File: src/rtl/trig_pulse_gen.sv
// Programmable square-wave / trigger-burst generator with edge markers.
// Optional burst counting is compiled in when TRIG_BURST_EN is defined.
module trig_pulse_gen #(
    parameter int unsigned HALF_PERIOD_DEF = 6250,
    parameter int unsigned CNT_W           = 16,
    parameter int unsigned BURST_W         = 8
) (
    input  logic               sys_clk,
    input  logic               sys_rst_n,
    input  logic               start,
    input  logic               stop,
    input  logic [CNT_W-1:0]   half_period,
    input  logic [BURST_W-1:0] burst_len,
    output logic               signal_out,
    output logic               rise_pulse,
    output logic               fall_pulse,
    output logic               busy,
    output logic               done
);

    typedef enum logic [1:0] {
        IDLE = 2'd0,
        HIGH = 2'd1,
        LOW  = 2'd2
    } state_t;

    localparam logic [CNT_W-1:0] H_DEF = CNT_W'(HALF_PERIOD_DEF);
    localparam logic [CNT_W-1:0] H_MIN = CNT_W'(2);
    localparam logic [CNT_W-1:0] ONE   = CNT_W'(1);

    state_t           state_reg;
    logic [CNT_W-1:0] h_reg;
    logic [CNT_W-1:0] cnt_reg;
    logic             stop_pend_reg;
    logic             signal_reg;
    logic             rise_reg;
    logic             fall_reg;
    logic             busy_reg;
    logic             done_reg;

    logic [CNT_W-1:0] h_start;
    logic             start_acc;
    logic             phase_end;
    logic             burst_last;
    logic             end_run;

    always_comb begin
        h_start = half_period;
        if (half_period == '0) begin
            h_start = H_DEF;
        end else if (half_period == ONE) begin
            h_start = H_MIN;
        end
    end

    // A simultaneous stop in IDLE suppresses the start.
    assign start_acc = (state_reg == IDLE) && start && !stop;
    assign phase_end = (cnt_reg == '0);
    assign end_run   = stop_pend_reg || stop || burst_last;

`ifdef TRIG_BURST_EN
    logic [BURST_W-1:0] n_reg;
    logic [BURST_W-1:0] per_reg;

    // per_reg counts started periods; it saturates so continuous runs never wrap.
    always_ff @(posedge sys_clk or negedge sys_rst_n) begin
        if (!sys_rst_n) begin
            n_reg   <= '0;
            per_reg <= '0;
        end else if (start_acc) begin
            n_reg   <= burst_len;
            per_reg <= BURST_W'(1);
        end else if (state_reg == LOW && phase_end && !end_run && per_reg != '1) begin
            per_reg <= per_reg + BURST_W'(1);
        end
    end

    assign burst_last = (n_reg != '0) && (per_reg == n_reg);
`else
    logic burst_len_unused;
    assign burst_len_unused = ^burst_len;
    assign burst_last       = 1'b0;
`endif

    always_ff @(posedge sys_clk or negedge sys_rst_n) begin
        if (!sys_rst_n) begin
            state_reg     <= IDLE;
            h_reg         <= '0;
            cnt_reg       <= '0;
            stop_pend_reg <= 1'b0;
            signal_reg    <= 1'b0;
            rise_reg      <= 1'b0;
            fall_reg      <= 1'b0;
            busy_reg      <= 1'b0;
            done_reg      <= 1'b0;
        end else begin
            rise_reg <= 1'b0;
            fall_reg <= 1'b0;
            done_reg <= 1'b0;
            case (state_reg)
                IDLE: begin
                    if (start_acc) begin
                        state_reg     <= HIGH;
                        h_reg         <= h_start;
                        cnt_reg       <= h_start - ONE;
                        stop_pend_reg <= 1'b0;
                        signal_reg    <= 1'b1;
                        rise_reg      <= 1'b1;
                        busy_reg      <= 1'b1;
                    end
                end
                HIGH: begin
                    if (stop) begin
                        stop_pend_reg <= 1'b1;
                    end
                    if (phase_end) begin
                        state_reg  <= LOW;
                        cnt_reg    <= h_reg - ONE;
                        signal_reg <= 1'b0;
                        fall_reg   <= 1'b1;
                    end else begin
                        cnt_reg <= cnt_reg - ONE;
                    end
                end
                LOW: begin
                    if (stop) begin
                        stop_pend_reg <= 1'b1;
                    end
                    if (phase_end) begin
                        if (end_run) begin
                            state_reg     <= IDLE;
                            stop_pend_reg <= 1'b0;
                            busy_reg      <= 1'b0;
                            done_reg      <= 1'b1;
                        end else begin
                            state_reg  <= HIGH;
                            cnt_reg    <= h_reg - ONE;
                            signal_reg <= 1'b1;
                            rise_reg   <= 1'b1;
                        end
                    end else begin
                        cnt_reg <= cnt_reg - ONE;
                    end
                end
                default: begin
                    state_reg <= IDLE;
                end
            endcase
        end
    end

    assign signal_out = signal_reg;
    assign rise_pulse = rise_reg;
    assign fall_pulse = fall_reg;
    assign busy       = busy_reg;
    assign done       = done_reg;

endmodule

File: config.mk
export PLATFORM = sky130hd
export DESIGN_NAME = trig_pulse_gen
export DESIGN_NICKNAME = d
export VERILOG_FILES = /design/src/rtl/trig_pulse_gen.sv
export SDC_FILE = /design/constraint.sdc
export NUM_CORES = 1
export LEC_CHECK = 0
export ABC_AREA = 1
export CORE_MARGIN = 2
export CORE_UTILIZATION = 40
export DETAILED_ROUTE_END_ITERATION = 7
export GPL_ROUTABILITY_DRIVEN = 0
export PLACE_DENSITY = 0.61
export RECOVER_POWER = 25
export SYNTH_ARGS = -nofsm -noshare
export SYNTH_HDL_FRONTEND = slang
export SYNTH_SLANG_ARGS = --single-unit
export TNS_END_PERCENT = 100
File: constraint.sdc
create_clock -name sys_clk -period 2.4 [get_ports sys_clk]
set_input_delay 0.36 -clock sys_clk [delete_from_list [all_inputs] [get_ports sys_clk]]
set_output_delay 0.36 -clock sys_clk [all_outputs]
set_load 0.03 [all_outputs]
======== Yosys cells after proc, flatten, opt, wreduce, memory -nomap -nowiden ========
Cells that the tools add are included.
cells by class
  add/sub/neg operators ................... 3
  equal/unequal tests ..................... 9
  mux-type cells .......................... 34
  reduce and logical (&&, ||, !) cells .... 15
operator list
  cell                   number
  $mux 16                6
  $pmux 16 s3            1
  $sub 16x1->16 const B  3
  $logic_not 16->1       2
  $mux 1                 19
  $eq 16x1->1 const B    1
  $ne 2x2->1 const B     5
  $mux 2                 3
  $pmux 1 s3             2
  $pmux 2 s3             1
  $reduce_and 3->1       2
  $reduce_and 5->1       1
  $pmux 1 s2             2
  $reduce_and 2->1       2
  $reduce_and 4->1       1
  $ne 3x3->1 const B     1
  $reduce_bool 3->1      1
  $eq 2x1->1 const B     1
  $eq 2x2->1 const B     1
  $logic_and 1x1->1      2
  $logic_not 2->1        1
  $reduce_bool 2->1      1
  $logic_not 1->1        1
  $logic_or 1x1->1       1
word-level totals
  bits of input ports ..................... 28
  bits in registers ....................... 40
  output and inout bits ................... 5
  word-level logic and storage cells ...... 70

======== Longest topological paths before layout ========
Gate-level depths: netlist of run 1.
  depth after elaboration ................. 6
  mapped depth ............................ 15
  gate-level depth less buffers ........... 14

======== Least setup slack after synthesis of run 1 ========
OpenSTA, ideal clock, no wires.
  path type ............................... reg2reg
  from .................................... register state_reg[0]
  to ...................................... register cnt_reg[10]
  setup slack ............................. 239 ps
  cell stages (with the launch flop) ...... 15
  period minus slack after synthesis ...... 2,161 ps
  data required time ...................... 2,283 ps
  arrival time ............................ 2,045 ps
  setup time .............................. 117 ps
  path buffers ............................ 2
  path through ............................ dfrtp_1 -> inv_1 -> ha_1 -> buf_2 -> inv_2 -> buf_2 -> nand2_1 -> nand2_1 -> ha_1 -> nand3_2 -> nor2_1 -> nand2_1 -> xor2_1 -> nand2_1 -> nand2_1
on the way
  longest elaborated chain between the ends .. 5
  elaborated cells between the ends (all ways) .. 10
  classes of those cells .................. eq/ne: 4; mux: 1; reduce/logical: 5
RTL lines
  element                            RTL line  RTL
  from (decl)                        31        state_t state_reg;
  from (signal assigned)             87        state_reg <= IDLE;
  from (signal assigned)             103       state_reg <= HIGH;
  from (signal assigned)             117       state_reg <= LOW;
  $logic_not 2->1                    57, 100
  $logic_and 1x1->1 (2 in a row)     57        assign start_acc = (state_reg == IDLE) && start && !stop;
  $ne 2x2->1 (no source line)        -
  $reduce_and 3->1 (no source line)  -
  to (signal assigned)               105       cnt_reg <= h_start - ONE;
  to (signal assigned)               118       cnt_reg <= h_reg - ONE;
  to (signal assigned)               122       cnt_reg <= cnt_reg - ONE;
  to (decl)                          33        logic [CNT_W-1:0] cnt_reg;
Parallel ways exist; a longest one is shown, timed or not.
A chain may end at the register's enable or synchronous reset.

======== Worst setup path in the final report of run 1 ========
  from .................................... register state_reg[0]
  to ...................................... register cnt_reg[13]
The elaborated chain is that of the path after synthesis.

==> results of run 1 <==
-- per-stage QoR --
step | power [uW] | TNS [ns]
5_1_grt | 1287 | 0
3_5_place_dp | 762.1 | -0.7177
4_1_cts | 1258 | 0
6_report | 1239 | 0
2_1_floorplan | 697.2 | 0
3_3_place_gp | 762.2 | -0.4220
-- cells by family (layout without fill, tap and decap cells) --
| group | after synthesis | after routing | share of synthesized area |
|---|---|---|---|
| AOI/OAI and AO/OA | 37 | 37 | 0.07911 |
| xor gates and xnor gates | 4 | 4 | 0.01351 |
| adders and majority gates | 5 | 5 | 0.02412 |
| buffers and inverters | 63 | 114 | 0.1003 |
| DFF | 40 | 40 | 0.3859 |
| and+or+nand+nor | 226 | 226 | 0.3970 |
-- cell usage after synthesis --
master	number
inv_1	50
nand2_2	5
ha_1	5
nor3_1	1
nand2_4	2
nand3_1	39
dfrtp_1	40
xnor2_1	1
nor2_1	47
o21a_1	1
and2_4	1
clkinv_2	1
nand3b_1	2
clkbuf_1	3
o21bai_1	1
a2111o_1	1
inv_2	1
nand4_1	8
buf_6	2
or2_1	1
a41oi_1	1
nand2_1	110
nor2_2	2
xor2_1	3
o21ai_0	25
o21ai_1	2
nand3_2	4
a21oi_1	2
a31oi_1	4
nor2_4	3
nor2_8	1
buf_2	6
-- power breakdown --
part                switching, uW  internal, uW
clock                         235           256
combinational                34.4          40.2
sequential     0.0000000000000362           673
total                         269           970
-- cell type report --
class                      instances  area [um^2]  area share
inverter                          52        200.2     0.06240
timing repair inverter             3        22.52    0.007020
clock buffer                       7        96.34     0.03003
multi-input combinational        272         1348      0.4200
tap                               77        96.34     0.03003
sequential                        40         1001      0.3120
timing repair buffer              52        444.2      0.1385
-- final timing paths --
check,cells past startpoint,start,endpoint
max,9,state_reg[0],cnt_reg[13]
min,1,sys_rst_n,h_reg[15]
max reg2reg,9,state_reg[0],cnt_reg[13]
min reg2reg,2,signal_out,signal_out
max in group asynchronous,2,sys_rst_n,cnt_reg[3]
min in group sys_clk,2,signal_out,signal_out
-- layout by cell type, fill, tap and decap left out, types with 2 or more instances in the layout --
cell             count
xor2_1               3
nand2_2              5
o21ai_0             25
clkbuf_8             7
ha_1                 5
nor2_4               4
a21oi_1              2
inv_1               49
buf_4               28
clkdlybuf4s50_1     23
dfrtp_1             40
a31oi_1              4
o21ai_1              2
nand2_4              2
nand3_1             38
nand3_2              5
nor2_2               3
nor2_1              45
clkinvlp_4           4
nand3b_1             2
nand2_1            110
nand4_1              8
-- routing by layer --
layer  routed length [um]  share of wire  track usage
met2                 3230           0.47       0.3271
met1                 3279           0.48       0.2703
met3                  275          0.040      0.04523
met5                    0              0            0
met4                   24         0.0035      0.03896
-- critical path: cells and delay by family (launching register included) --
family / cells / cell delay, ns
compound gates: 1 / 0.40
fa+ha+maj: 1 / 0.32
buf+inv: 2 / 0.31
flops: 1 / 0.39
simple gates: 5 / 0.66
-- repair_timing --
action                                  CTS  global route
resized for setup                         0             8
hold endpoints to repair                  0             0
endpoints found under the setup margin    0            11
==> flow_summary.yaml, run 1 <==
global_routing:
  overflow: 0
  grt_pass1_vias: 2380
  grt_pass1_wl_mm: 11.33
  antenna_found_initial: 0
  grt_max_degree: 23
  grtUsageTotal: 0.1988
pwr:
  p_leak_uw: 0.001692
  irDropWorstVdd_mv: 0.3619
  power_density_nw_per_um2: 386.3
sta:
  rsz0062_at_grt: "no"
  finalHoldViolations: 0
  finalCritPeriodShare: 0.9094
  fin_worst_skew_ns: 0.009305
  maxSlewHeadroom: 0.2022
  holdWs_ns: 0.2863
  max_freq_ghz: 0.4582
  min_period_ns: 2.183
  setup_viol: 0
  slew_viol_final: 0
  tightestPinTransition_ns: 1.197
  fin_ws_ns: 0.2174
clocking:
  cts-root-buf: "clkbuf_8"
  clock_latency_ns: 0.30
  cts_buffers: 5
  postCtsHoldBufs: 0
  clk_transition_reported_paths_ns: 0.08
  cts_tree: "done"
  h-tree-depth: 2
  cts_setup_buffers: 0
  cts_buffer_depth: 2
  clock-sinks: 40
outcome:
  status: "complete, no violations"
layout:
  n_antenna_cell: 0
  drive_gt1_frac: 0.1455
  final_area_um2: 3208
  fillers: 656
  layout.nets: 459
  postLayoutCoreUtil: 0.5081
  final_cells: 503
  area_growth_pct: 23.69
worst_setup_path:
  crit_path_start_kind: "register"
  path_common_cell: "nand2_1"
  required_ns: 2.59
  worstPathCellList: "inv_1, ha_1, buf_4, o21ai_1, nand2_1, nor2_4, nand4_1, nand3_1, nand2_1"
  cp_max_fo: 16
  setup.worst_path.class: "reg2reg"
  critPathSlowestCell: "o21ai_1"
  slowest_delay_ns: 0.40
  end_kind: "register"
  r2r_slack_ns: 0.22
  worstPathArrival_ns: 2.38
route:
  via_per_inst: 4.966
  wl_per_cell_um: 13.54
  ant_nets: 0
  wirelength_mm: 6.810
  drc: 0
  vias: 2498
  firstDrtPassIters: 5
  first_iter_violations: 159
floorplanning:
  initial_core_util: 0.4108
  core_area_um2: 6314
  die_h_um: 84.53
  row_count: 29
  die_x_um: 84.53
  num_io_pins: 33
  die-area_um2: 7144
placement:
  io_buffers: 24
  dp.cells: 493
  place_area_um2: 3072
  hpwl_mm: 5.052
  dp_slack_ns: -0.1068
logic_synthesis:
  syn-instance-count: 375
  synth_top_area_cell: "dfrtp_1"
  yosys.area.top_type_share: 0.3859
  yosysWarnings: 0
  synth.area.top_cells: "dfrtp_1, nand2_1, nand3_1"
  syn-num-nets: 408
  ys_seq_elements: 40
  synth_cell_type_count: 32
  synth.yosys.seq_area_share: 0.3859
  avgSynthCellArea_um2: 6.917
  netlist_area_um2: 2594
run:
  max_cap_viol_count: 0
min_path:
  min_path_type: "in2async"
Note: power is estimated with default switching activity, not from simulation.
==> run 2, diff against run 1 <==
Settings changed: CAP_MARGIN from default to 25, CORE_UTILIZATION 40 to 53, PLACE_DENSITY 0.61 to 0.77.
==> run 2 against run 1 <==
Effect of this change: via count rose by 0.80%; global-route usage is 6.4 points higher; clock skew is 0.0016 ns lower; fmax is 1.0% lower; hold slack worse by 0.065 ns; first-iteration DRC count fell by 15%; clock power up 13%; critical path depth rose by 7; sequential share of layout area increased by 0.18 points; largest cell class unchanged.
==> flow_summary.yaml, run 2 (same netlist as run 1, synthesis figures left out) <==
global_routing:
  antenna_found_initial: 0
  overflow: 0
  grtUsageTotal: 0.2626
  grt_max_degree: 41
  grt_pass1_vias: 2442
  grt_pass1_wl_mm: 10.87
sta:
  tightestPinTransition_ns: 1.004
  min_period_ns: 2.205
  maxSlewHeadroom: 0.3305
  rsz0062_at_grt: "no"
  fin_worst_skew_ns: 0.007723
  finalCritPeriodShare: 0.9187
  setup_viol: 0
  slew_viol_final: 0
  max_freq_ghz: 0.4536
  fin_setup_tns_ns: 0
  finalHoldViolations: 0
clocking:
  clock_latency_ns: 0.30
  cts-root-buf: "clkbuf_8"
  cts_buffers: 5
  cts_setup_buffers: 0
  clk_transition_reported_paths_ns: 0.08
  postCtsHoldBufs: 0
  cts_tree: "done"
  h-tree-depth: 2
  cts_buffer_depth: 2
  clock-sinks: 40
pwr:
  irDropWorstVdd_mv: 0.3059
  p_leak_uw: 0.001706
  power_density_nw_per_um2: 407.2
  fin_total_pwr_uw: 1299
route:
  vias: 2518
  first_iter_violations: 135
  via_per_inst: 5.097
  ant_nets: 0
  wl_per_cell_um: 12.62
  wirelength_mm: 6.233
  firstDrtPassIters: 4
  drc: 0
worst_setup_path:
  crit_path_start_kind: "input pin"
  required_ns: 2.60
  worstPathArrival_ns: 2.40
  setup.worst_path.class: "in2reg"
  cp_max_fo: 6
  reg2reg_to: "cnt_reg[10]"
  r2r_cells: 12
  end_kind: "register"
  r2r_slack_ns: 0.25
  rr_startpoint: "state_reg[1]"
  startpoint: "half_period[9]"
layout:
  drive_gt1_frac: 0.1405
  n_antenna_cell: 0
  layout_commonest_cell: "nand2_1"
  layout.nets: 459
  area_growth_pct: 22.96
  fillers: 421
  layout_common_cells: "nand2_1, inv_1, nor2_1"
floorplanning:
  die-area_um2: 5469
  die_h_um: 73.96
  die_x_um: 73.96
  row_count: 25
  num_io_pins: 33
  initial_core_util: 0.5491
  core_area_um2: 4723
run:
  max_cap_viol_count: 0
min_path:
  min_path_type: "in2async"
placement:
  io_buffers: 24
  hpwl_mm: 4.652
outcome:
  status: "complete, no violations"
## run 2: cell count changes in the layout (fill, tap and decap cells not counted), sizes merged
cell,previous run,this run
buf,28,31
bufinv,0,1
clkbuf,8,7
clkinv,1,2
clkinvlp,4,0
inv,50,51
## run 2: worst max-delay path: stages
cell and delay [ns]:
clkdlybuf4s50_1 0.48, nor2_1 0.05, nand2_1 0.07, nor2_1 0.04, buf_4 0.14, buf_4 0.13
nand2_2 0.10, nand4_1 0.10, nand2_1 0.09, ha_1 0.19, nand3_2 0.14, nor2_1 0.19
nand2_1 0.09, xor2_1 0.14, nand2_1 0.05, nand2_1 0.04
## run 2: stage by stage
step / utilization / cells / setup slack (ns) / area (um^2) / hold WS (ns)
after CTS: 0.6752 / 494 / 0.2025 / 3189 / 0.2109
after global routing: 0.6752 / 494 / 0.01922 / 3189 / 0.3096
final: 0.6752 / 494 / 0.1952 / 3189 / 0.2210
after floorplan: - / 375 / 0.2387 / 2594 / 0.06441
after detailed placement: 0.6525 / 486 / -0.1201 / 3082 / 0.4723
after global placement: 0.6525 / 486 / -0.09161 / 3082 / 0.4627
## run 2: worst max path at each step
| stage | depth (start not counted) | slack [ns] | end |
|---|---|---|---|
| final | 16 | 0.20 | cnt_reg[10] |
| after floorplan | 14 | 0.24 | cnt_reg[10] |
| after detailed placement | 16 | -0.12 | cnt_reg[10] |
| after CTS | 16 | 0.20 | cnt_reg[10] |
| after global placement | 16 | -0.09 | cnt_reg[10] |
| after global routing | 16 | 0.02 | cnt_reg[6] |
## run 2: power breakdown
part / switching (uW) / leakage, uW / internal, uW / total (uW)
logic: 32.0 / 0.00116 / 37.3 / 69.2
registers: 0.0000000000000394 / 0.000492 / 673 / 673
clock network: 247 / 0.0000552 / 309 / 556
total: 279 / 0.00171 / 1020 / 1300
## run 2: layer usage
layer  global-route usage  share of wire  vias to the layer above
met3              0.04336          0.045                       11
met2               0.4444           0.48                       68
met4               0.1212          0.020                        0
met1               0.3293           0.46                     1154
li1                     -              -                     1285
met5                    0              0                        -
## run 2: repair_timing
action,4_1_cts,5_1_grt
setup endpoints to repair,0,1
gates resized for setup,0,1
hold endpoints to repair,0,0
## run 2: layout make-up
| cell class | instances | area [um^2] | share of cell area |
|---|---|---|---|
| Timing Repair Buffer | 55 | 467.9 | 0.1467 |
| Sequential cell | 40 | 1001 | 0.3138 |
| Tap cell | 67 | 83.83 | 0.02628 |
| Inverter | 52 | 196.4 | 0.06159 |
| Clock buffer | 6 | 72.57 | 0.02275 |
| Clock inverter | 2 | 35.03 | 0.01098 |
| Multi-Input combinational cell | 272 | 1333 | 0.4178 |
